===== src/rtl/imem_boot_loader.sv =====
// Boot loader for the instruction memory.
// Assembles a little-endian byte stream into 32-bit words and writes them
// to consecutive word addresses starting at 0. The core is held stalled
// until the requested number of words is resident.
module imem_boot_loader #(
   parameter int DEPTH = 256,
   parameter int AW    = 8
) (
   input  logic          clk,
   input  logic          rst,
   input  logic          start,
   input  logic [AW:0]   word_count,
   input  logic          byte_valid,
   input  logic [7:0]    byte_data,
   output logic          byte_ready,
   output logic          imem_we,
   output logic [AW-1:0] imem_waddr,
   output logic [31:0]   imem_wdata,
   output logic          core_stall,
   output logic          load_busy,
   output logic          load_done,
   output logic          cfg_err
);

   typedef enum logic [1:0] {IDLE, RECV, WRITE, DONE} state_t;

   localparam logic [AW:0] MAX_WC = (AW+1)'(DEPTH);

   state_t        state_q, state_d;
   logic [AW:0]   wcnt_q, wcnt_d;     // latched number of words to load
   logic [AW-1:0] widx_q, widx_d;     // word currently being assembled
   logic [1:0]    bidx_q, bidx_d;     // next byte lane within the word
   logic [31:0]   asm_q, asm_d;       // word assembly register
   logic          cfg_err_q, cfg_err_d;

   // Next-state logic: start handling, byte assembly and word sequencing.
   always_comb begin
      state_d   = state_q;
      wcnt_d    = wcnt_q;
      widx_d    = widx_q;
      bidx_d    = bidx_q;
      asm_d     = asm_q;
      cfg_err_d = 1'b0;
      case (state_q)
         IDLE, DONE: begin
            if (start) begin
               if (word_count == '0) begin
                  state_d = DONE;
               end else if (word_count > MAX_WC) begin
                  // Rejected request leaves the current state untouched.
                  cfg_err_d = 1'b1;
               end else begin
                  state_d = RECV;
                  wcnt_d  = word_count;
                  widx_d  = '0;
                  bidx_d  = '0;
                  asm_d   = '0;
               end
            end
         end
         RECV: begin
            // byte_ready is high throughout RECV, so valid alone means a handshake.
            if (byte_valid) begin
               asm_d[8*bidx_q +: 8] = byte_data;
               bidx_d               = bidx_q + 2'd1;
               if (bidx_q == 2'd3) begin
                  state_d = WRITE;
               end
            end
         end
         WRITE: begin
            if (({1'b0, widx_q} + (AW+1)'(1)) == wcnt_q) begin
               state_d = DONE;
            end else begin
               widx_d  = widx_q + AW'(1);
               bidx_d  = '0;
               state_d = RECV;
            end
         end
         default: state_d = IDLE;
      endcase
   end

   // State registers; reset aborts any load in progress.
   always_ff @(posedge clk) begin
      if (rst) begin
         state_q   <= IDLE;
         wcnt_q    <= '0;
         widx_q    <= '0;
         bidx_q    <= '0;
         asm_q     <= '0;
         cfg_err_q <= 1'b0;
      end else begin
         state_q   <= state_d;
         wcnt_q    <= wcnt_d;
         widx_q    <= widx_d;
         bidx_q    <= bidx_d;
         asm_q     <= asm_d;
         cfg_err_q <= cfg_err_d;
      end
   end

   // All outputs decode straight from registered state.
   assign byte_ready = (state_q == RECV);
   assign imem_we    = (state_q == WRITE);
   assign imem_waddr = widx_q;
   assign imem_wdata = asm_q;
   assign core_stall = (state_q != DONE);
   assign load_busy  = (state_q == RECV) || (state_q == WRITE);
   assign load_done  = (state_q == DONE);
   assign cfg_err    = cfg_err_q;

endmodule


===== config.mk =====
export PLATFORM = sky130hd
export DESIGN_NAME = imem_boot_loader
export DESIGN_NICKNAME = d
export VERILOG_FILES = /design/src/rtl/imem_boot_loader.sv
export SDC_FILE = /design/constraint.sdc
export NUM_CORES = 1
export LEC_CHECK = 0
export CAP_MARGIN = 20
export CORE_MARGIN = 5
export CORE_UTILIZATION = 46
export CTS_BUF_LIST = sky130_fd_sc_hd__clkbuf_2 sky130_fd_sc_hd__clkbuf_4 sky130_fd_sc_hd__clkbuf_8
export CTS_CLUSTER_DIAMETER = 80
export CTS_CLUSTER_SIZE = 14
export DETAILED_ROUTE_END_ITERATION = 16
export GPL_TIMING_DRIVEN = 0
export PLACE_DENSITY = 0.76
export SYNTH_ARGS = -nofsm -noshare
export SYNTH_HDL_FRONTEND = slang
export SYNTH_SLANG_ARGS = --single-unit

===== constraint.sdc =====
create_clock -name clk -period 2.4 [get_ports clk]
set_input_delay 0.48 -clock clk [delete_from_list [all_inputs] [get_ports clk]]
set_output_delay 0.48 -clock clk [all_outputs]
set_load 0.02 [all_outputs]

==> results of run 1 <==
## per-layer routing
metal,part of all wire (%),vias up,global-route usage (%)
met5,0,-,0
met4,0.85,0,6.19
met3,8.0,7,6.53
met2,49,90,34.8
met1,42,1335,26.6
li1,-,1333,-
## area by class of cell
type	instances	area share, %
Multi-Input combinational cell	248	43.9
Sequential cell	54	28.5
Timing Repair Buffer	78	20.0
Tap cell	72	2.37
Clock buffer	5	1.81
Buffer	13	1.41
Inverter	13	1.35
Clock inverter	3	0.757
## placed cells by master (no fill, tap or decap), types with 4 or more instances in the layout
cell	synthesis	layout
nand2_1	64	63
clkdlybuf4s50_1	0	55
dfxtp_1	54	53
a21oi_1	35	33
nand3_1	31	31
nor2_1	17	15
inv_1	11	10
nor3_1	11	10
buf_4	0	9
a22oi_1	8	8
clkbuf_1	9	7
ha_1	12	7
a32o_1	6	6
xnor2_1	5	5
clkbuf_8	0	5
o21ai_0	4	4
xor2_1	4	4
dlygate4sd2_1	0	4
## registers in the layout, summed over array words and instances (netlist names)
name        flops
imem_waddr      8
cfg_err         1
wcnt_q          9
state_q         2
bidx_q          2
imem_wdata     32
## repair_timing
item                                    CTS  global route
endpoints found under the setup margin   41            39
gates resized for setup                  31            30
gates cloned                              0             0
pin swaps                                11             8
hold buffers                              0             0
setup buffers                             9             4
## power by group
group / switching, mW / total (mW) / leakage [nW] / internal [mW]
logic: 0.869 / 1.42 / 0.833 / 0.547
registers: 0.0517 / 1.01 / 0.437 / 0.955
clock network: 0.336 / 0.555 / 0.0506 / 0.219
total: 1.26 / 2.98 / 1.32 / 1.72
## worst reg2reg max path, stage by stage (launching register included)
cell      delay, ns
dfxtp_1        0.43
ha_2           0.29
and3_1         0.23
nand3_1        0.16
xnor2_1        0.23
nor3_1         0.32
o221ai_2       0.20
and3_1         0.20
a31o_1         0.17
## final timing paths
check	end	cells after the start
setup / recovery	imem_waddr[3]	11
hold / removal	wcnt_q[4]	3
setup reg to reg	bidx_q[0]	8
hold reg to reg	imem_wdata[2]	2
## synthesized netlist by cell type (2+ instances only)
cell / n / area (µm²)
a21oi_1: 35 / 175
a22oi_1: 8 / 60.1
a32o_1: 6 / 60.1
and3_1: 3 / 18.8
buf_1: 2 / 7.51
buf_2: 3 / 15.0
clkbuf_1: 9 / 33.8
dfxtp_1: 54 / 1080
ha_1: 12 / 150
inv_1: 11 / 41.3
nand2_1: 64 / 240
nand3_1: 31 / 155
nand3b_1: 2 / 15.0
nor2_1: 17 / 63.8
nor2b_1: 2 / 12.5
nor3_1: 11 / 55.1
nor4_1: 2 / 12.5
o2111ai_1: 2 / 17.5
o211ai_1: 2 / 15.0
o21ai_0: 4 / 20.0
o21ai_1: 7 / 35.0
o31ai_1: 2 / 15.0
xnor2_1: 5 / 43.8
xor2_1: 4 / 35.0
## stage by stage
| step | power [mW] | setup TNS (ns) | setup WS (ns) | hold slack (ns) |
|---|---|---|---|---|
| after global placement | 2.07 | -30.50 | -0.842 | 0.438 |
| after global routing | 3.14 | -0.471 | -0.0535 | 0.418 |
| final | 2.98 | 0 | 0.0567 | 0.419 |
| after CTS | 2.85 | 0 | 0.00518 | 0.460 |
| after detailed placement | 2.08 | -31.78 | -0.894 | 0.447 |
| after floorplan | 1.74 | 0 | 0.0519 | 0.448 |
## cell families (layout without fill, tap and decap cells)
group,Yosys count,after routing,share of synthesized area [%]
fa+ha+maj,12,12,5.63
xor+xnor,9,9,2.95
buf+inv,27,112,3.94
mux,1,1,0.375
compound gates,81,81,20.6
simple gates,145,145,26.0
flops,54,54,40.5
==> run summary, run 1 <==
Register-to-register setup slack: 0.08 ns
Non-filler cells, final: 486
Final critical-path required period: 2.34 ns
Setup Viol. Count Final: 0
Vias in the first global route: 2,622
Dpl cells: 466
CP delay by family, top: compound AO/OA/AOI/OAI gates
Data required, critical path: 2.61 ns
Peak per-stage delay on the critical path: 0.42 ns
Layout cells sized above 1: 15.9%
Detailed Routing Iterations Pass 1: 4
CP startpoint kind: input port
TritonCTS clock tree: yes
CTS Root Cell: clkbuf_8
Initial antenna violation count: 0
EDFF count, synth: 0
Seq/Total Area, Yosys: 40.5%
Count of different cell masters after synthesis: 55
DIE AREA: 0.00742 mm²
Post-Syn Nets: 362
First-pass GRT wire length: 12,700 µm
Worst-path cell chain: clkdlybuf4s15_1 > nor4_2 > nand2_2 > ha_4 > nor2_4 > a31o_4 > o31ai_1 > o32a_2 > nand2_4 > nand2_1 > a32o_2
Nets: 446
Total wire length: 8070 µm
Final instance area: 0.00380 mm²
Worst hold start: word_count[4]
Total GRT Usage: 21.2%
CP Buf/Inv Count: 1
IO Port Bufs: 65
Slowest cell on crit path: o32a_2
Final hold vios: 0
Mapped Area: 0.00267 mm²
Avg Synthesized Cell Area: 8.11 µm²
Cell count after synthesis: 329
Num rows: 27
Detail Placement HPWL: 5530 µm
CP startpoint: word_count[7]
Hold Path Class: input port to register
Main synth FF type: dfxtp_1
P_leak: 1.32 nW
F_max: 0.427 GHz
Setup Skew: 0.00629 ns
Gpl congestion: 0.847
Worst-margin pin slew: 0.521 ns
Data arrival time of the worst path: 2.56 ns
Worst-path clk slew: 0.10 ns
Largest net degree at the start of global routing: 20
# diodes: 0
Multi-input logic area: 0.00167 mm²
Yosys reg bits: 54
Die X-Extent: 86.2 µm
Num CTS Buffers: 5
Wire per inst: 16.6 µm
Skew-Pair Late Insertion Delay: 0.31 ns
# fillers: 452
Htree depth: 2
Status: complete, no violations
Remaining routing DRC violations: 0
Ports: 67
Post-DR vias/cell: 5.69
Clk sinks: 54
Post-route clock period utilization: 97.6%
Finished Core Util: 68.2%
Grt ovf: 0
Crit. End Element: register
Yosys warns: 0
Core Box Area: 0.00557 mm²
Worst relative slew slack: 65.3%
Crit path max fanout: 7
Initial core utilization: 47.9%
Number of nets with antenna violations after routing: 0
Slew Viols, Final: 0
DP Area: 0.00341 mm²
Asr flop ratio synth: 0%
Pwr Density: 783 mW/mm²
Crit path kind: input port to register
Max Cap Viol: 0
Max Buffers Root-to-Sink: 2
Via count: 2,765
Drt initial violations: 171
Die Span Y: 86.2 µm
Reg-to-reg startpoint: imem_waddr[1]
Peak VDD IR: 490 µV
Area delta synth->final: 42.5%
Seq. cell area: 0.00108 mm²
Power figures use the tool's default switching activity.
==> run 2, diff against run 1 <==
- CORE_MARGIN: 5 -> unset
==> run summary, run 2 (same netlist as run 1, synthesis figures left out) <==
Status: finished, violations left
Violated checks: negative setup slack
Crit path max fanout: 7
Power after layout: 3.02 mW
Initial antenna violation count: 0
Gate power share: 45.8%
Total GRT Usage: 24.2%
Clock Power Share: 20.7%
Area delta synth->final: 42.7%
CP startpoint: imem_waddr[1]
Max Buffers Root-to-Sink: 2
CP startpoint kind: register
Total wire length: 7880 µm
Met2 Use GR: 41.0%
Reg-to-reg startpoint: imem_waddr[1]
Layout cells sized above 1: 15.4%
Worst r2r path cells: 7
P_leak: 1.29 nW
Setup Skew: 0.00623 ns
Max Cap Viol: 0
Wire per inst: 16.4 µm
Num CTS Buffers: 5
Htree depth: 2
Worst r2r dst: imem_waddr[3]
Nets: 440
# fillers: 433
Setup tns final: -0.00838 ns
DP Area: 0.00341 mm²
Hold buffers post-CTS: 0
Worst relative slew slack: 57.7%
Setup ws final: -0.00838 ns
TritonCTS clock tree: yes
Largest register FFs: 32
Largest net degree at the start of global routing: 18
Slew Viols, Final: 0
Most common cell after layout, fill and taps aside: nand2_1
Core Box Area: 0.00554 mm²
Data required, critical path: 2.61 ns
Drt initial violations: 210
Via count: 2,834
GR peak layer: met2
Net Sw Frac: 41.1%
Skew-Pair Late Insertion Delay: 0.31 ns
Crit. End Element: register
Final hold vios: 0
Hold Slack: 0.415 ns
Pwr Density: 793 mW/mm²
Crit path kind: register to register
CTS Root Cell: clkbuf_8
Num rows: 27
DIE AREA: 0.00611 mm²
CP Capture Point: imem_waddr[3]
Hold Path Class: input port to register
Post-DR vias/cell: 5.90
Ports: 67
Final instance area: 0.00381 mm²
Register-to-register setup slack: -0.008 ns
Post-route clock period utilization: 100%
M3 GR Usage: 5.35%
Remaining routing DRC violations: 0
Setup WS pre-CTS: -0.874 ns
Internal power: 1.78 mW
Non-filler cells, final: 480
IO Port Bufs: 65
Psw: 1.24 mW
# diodes: 0
Dpl cells: 466
Initial core utilization: 48.1%
Worst-margin pin slew: 0.631 ns
Data arrival time of the worst path: 2.61 ns
Vias in the first global route: 2,481
Number of nets with antenna violations after routing: 0
Final critical-path required period: 2.41 ns
Reg power frac: 33.5%
Detailed Routing Iterations Pass 1: 5
Peak VDD IR: 511 µV
Worst hold start: word_count[3]
Met1 usage in global routing: 30.6%
Most frequent cells in the layout: nand2_1 (64), clkdlybuf4s50_1 (56), dfxtp_1 (53)
First-pass GRT wire length: 11,700 µm
Die X-Extent: 78.2 µm
F_max: 0.415 GHz
Grt ovf: 0
Die Span Y: 78.2 µm
Finished Core Util: 68.7%
Worst-path clk slew: 0.10 ns
Detail Placement HPWL: 5260 µm
Clk sinks: 54
Setup Viol. Count Final: 1
Gpl congestion: 0.864
==> run 2: cell types whose count changed in the layout (fill, tap and decap cells not counted), sizes merged <==
cell           delta
buf               -6
bufinv            +1
clkdlybuf4s15     +1
clkdlybuf4s50     +1
dlygate4sd2       -1
dlymetal6s2s      -1
inv               -1
==> run 2: what timing repair did <==
item / 4_1_cts / 5_1_grt
pin swaps: 7 / 10
gates resized for setup: 31 / 33
buffers inserted: 4 / 3
endpoints found under the setup margin: 41 / 43
==> run 2: power groups by stage <==
stage | combinational [mW] | clock [mW] | sequential [mW]
floorplan | 0.697 | 0 | 1.04
global placement | 1.04 | 0 | 1.02
detailed placement | 1.05 | 0 | 1.03
CTS | 1.20 | 0.627 | 1.01
global route | 1.48 | 0.678 | 1.02
finish | 1.38 | 0.623 | 1.01
==> run 2: critical path, stage by stage (launching register included) <==
cell,delay [ns]
dfxtp_1,0.45
ha_4,0.21
nand3_1,0.16
o21ai_0,0.34
o2111ai_2,0.25
o31ai_4,0.49
a21oi_4,0.15
a32o_2,0.26
==> run 2: worst min-delay path by stage <==
| stage | endpoint | slack, ns | cells after the start |
|---|---|---|---|
| final | wcnt_q[3] | 0.42 | 3 |
| after global routing | wcnt_q[3] | 0.40 | 3 |
| after CTS | imem_wdata[13] | 0.46 | 2 |
| after detailed placement | imem_wdata[31] | 0.45 | 2 |
| after global placement | imem_wdata[24] | 0.44 | 2 |
| after floorplan | wcnt_q[6] | 0.45 | 2 |
==> run 2: layout make-up <==
type                            count  area (µm²)  area share [%]
Clock buffer                        5        68.8            1.81
Multi-Input combinational cell    248        1710            44.9
Buffer                             13        53.8            1.41
Timing Repair Buffer               72         709            18.6
Tap cell                           72        90.1            2.37
Inverter                           13        48.8            1.28
Clock inverter                      3        43.8            1.15
Sequential cell                    54        1080            28.4
==> run 2: layer usage <==
| metal | up-vias | wire (µm) |
|---|---|---|
| met3 | 30 | 570 |
| met4 | 0 | 266 |
| met2 | 133 | 3750 |
| met5 | - | 0 |
| met1 | 1346 | 3290 |
| li1 | 1325 | - |
==> run 3, diff against run 2 <==
- CTS_CLUSTER_SIZE: 14 -> unset
- HOLD_SLACK_MARGIN: unset -> 0.1
- REMOVE_ABC_BUFFERS: unset -> 1
==> run summary, run 3 (same netlist as run 1, synthesis figures left out) <==
P_leak: 1.26 nW
Peak per-stage delay on the critical path: 0.42 ns
Setup tns final: 0 ns
Peak VDD IR: 418 µV
Core Box Area: 0.00554 mm²
IO Port Bufs: 66
CP startpoint: word_count[6]
Area delta synth->final: 39.2%
Remaining routing DRC violations: 0
Pwr Density: 782 mW/mm²
Total wire length: 6920 µm
Vias in the first global route: 2,481
Worst r2r dst: imem_waddr[2]
Max Buffers Root-to-Sink: 2
Nets: 428
Worst relative slew slack: 52.9%
Clk sinks: 54
TritonCTS clock tree: yes
Drt initial violations: 169
Skew-Pair Late Insertion Delay: 0.31 ns
Crit path kind: input port to register
CP delay by family, top: compound AO/OA/AOI/OAI gates
Crit. path cell count: 11
Detail Placement HPWL: 4910 µm
Register-to-register setup slack: 0.13 ns
Reg-to-reg startpoint: imem_waddr[1]
CP Buf/Inv Count: 1
DIE AREA: 0.00611 mm²
Layout cells sized above 1: 13.6%
Crit. End Element: register
Final instance area: 0.00371 mm²
Hold Path Class: register to register
Worst-path clk slew: 0.10 ns
Grt ovf: 0
Num rows: 27
Most frequent cells in the layout: nand2_1 (64), clkdlybuf4s50_1 (56), dfxtp_1 (53)
# fillers: 498
Setup Skew: 0.00961 ns
Final hold vios: 0
Hold Slack: 0.461 ns
Finished Core Util: 67.0%
Die X-Extent: 78.2 µm
Final critical-path required period: 2.33 ns
Total GRT Usage: 23.1%
CTS Root Cell: clkbuf_8
Number of nets with antenna violations after routing: 0
First-pass GRT wire length: 11,400 µm
Data arrival time of the worst path: 2.54 ns
Worst r2r path cells: 9
Detailed Routing Iterations Pass 1: 4
Most common cell after layout, fill and taps aside: nand2_1
Die Span Y: 78.2 µm
Status: complete, no violations
# diodes: 0
Data required, critical path: 2.61 ns
Ports: 67
Via count: 2,616
F_max: 0.429 GHz
Setup Viol. Count Final: 0
Htree depth: 2
Wire per inst: 14.8 µm
Gpl congestion: 0.816
RSZ-0062 raised after global routing: true
Slew Viols, Final: 0
Post-route clock period utilization: 97.1%
CP Capture Point: imem_waddr[2]
CP startpoint kind: input port
Post-DR vias/cell: 5.59
Largest net degree at the start of global routing: 32
Largest register FFs: 32
Slowest cell on crit path: o32a_4
Worst-path cell chain: dlygate4sd2_1 > nor4_2 > nand2_1 > ha_2 > nor2_2 > a31o_2 > o31ai_2 > o32a_4 > nand2_4 > o21ai_1 > a32o_1
Num CTS Buffers: 5
Hold buffers post-CTS: 0
Initial antenna violation count: 0
DP Area: 0.00338 mm²
Worst-margin pin slew: 0.704 ns
Max Cap Viol: 0
Initial core utilization: 48.1%
Crit path max fanout: 7
==> run 3: changes by cell type in the layout (fill, tap and decap cells not counted), moves of 2 or more <==
cell and delta:
clkbuf_2 -3, buf_2 -2, buf_1 -2, clkbuf_1 -7, dlygate4sd2_1 +3, clkinvlp_4 +2
==> run 3: final cells by class <==
| class | instances | area (µm²) | share of cell area, % |
|---|---|---|---|
| clock buffer | 5 | 68.8 | 1.85 |
| clock inverter | 3 | 45.0 | 1.21 |
| inverter | 13 | 48.8 | 1.31 |
| multi-input combinational | 248 | 1650 | 44.5 |
| sequential | 54 | 1080 | 29.1 |
| tap | 72 | 90.1 | 2.43 |
| timing repair buffer | 73 | 724 | 19.5 |
==> run 3: layer usage <==
layer | vias up | global-route usage (%) | wire length [µm]
met1 | 1229 | 28.2 | 2980
met2 | 72 | 40.8 | 3520
met4 | 0 | 6.48 | 97
met5 | - | 0 | 0
li1 | 1304 | - | -
met3 | 11 | 4.53 | 312
==> run 3: through the flow <==
step / instances / setup WS, ns / power (mW)
finish: 468 / 0.0686 / 2.91
global route: 468 / -0.0243 / 3.08
CTS: 467 / 0.0273 / 2.84
detailed placement: 454 / -0.822 / 2.06
global placement: 453 / -1.28 / 2.03
floorplan: 315 / 0.0521 / 1.71
==> run 3: how the worst min path moves through the flow <==
stage                  startpoint             to  depth (start not counted)
finish              imem_wdata[6]  imem_wdata[6]                          2
global route        imem_wdata[1]  imem_wdata[1]                          2
CTS                 imem_wdata[0]  imem_wdata[0]                          2
detailed placement  imem_wdata[0]  imem_wdata[0]                          2
global placement    imem_wdata[5]  imem_wdata[5]                          2
floorplan               wcnt_q[6]      wcnt_q[6]                          2
==> run 3: what timing repair did <==
action | in CTS | in global routing
hold endpoints to repair | 0 | 0
endpoints found under the setup margin | 41 | 43
pin swaps | 8 | 7
gates resized for setup | 33 | 14
buffers inserted | 5 | 1
==> run 3: report_power, final <==
group	internal, mW	total (mW)	switching (mW)
clock network	0.311	0.622	0.311
logic	0.464	1.27	0.806
registers	0.955	1.01	0.0584
==> run 3: tightest hold or removal path, cell delays in order, from the launching register on <==
cell     delay [ns]
dfxtp_1        0.32
nand2_1        0.05
a21oi_1        0.05
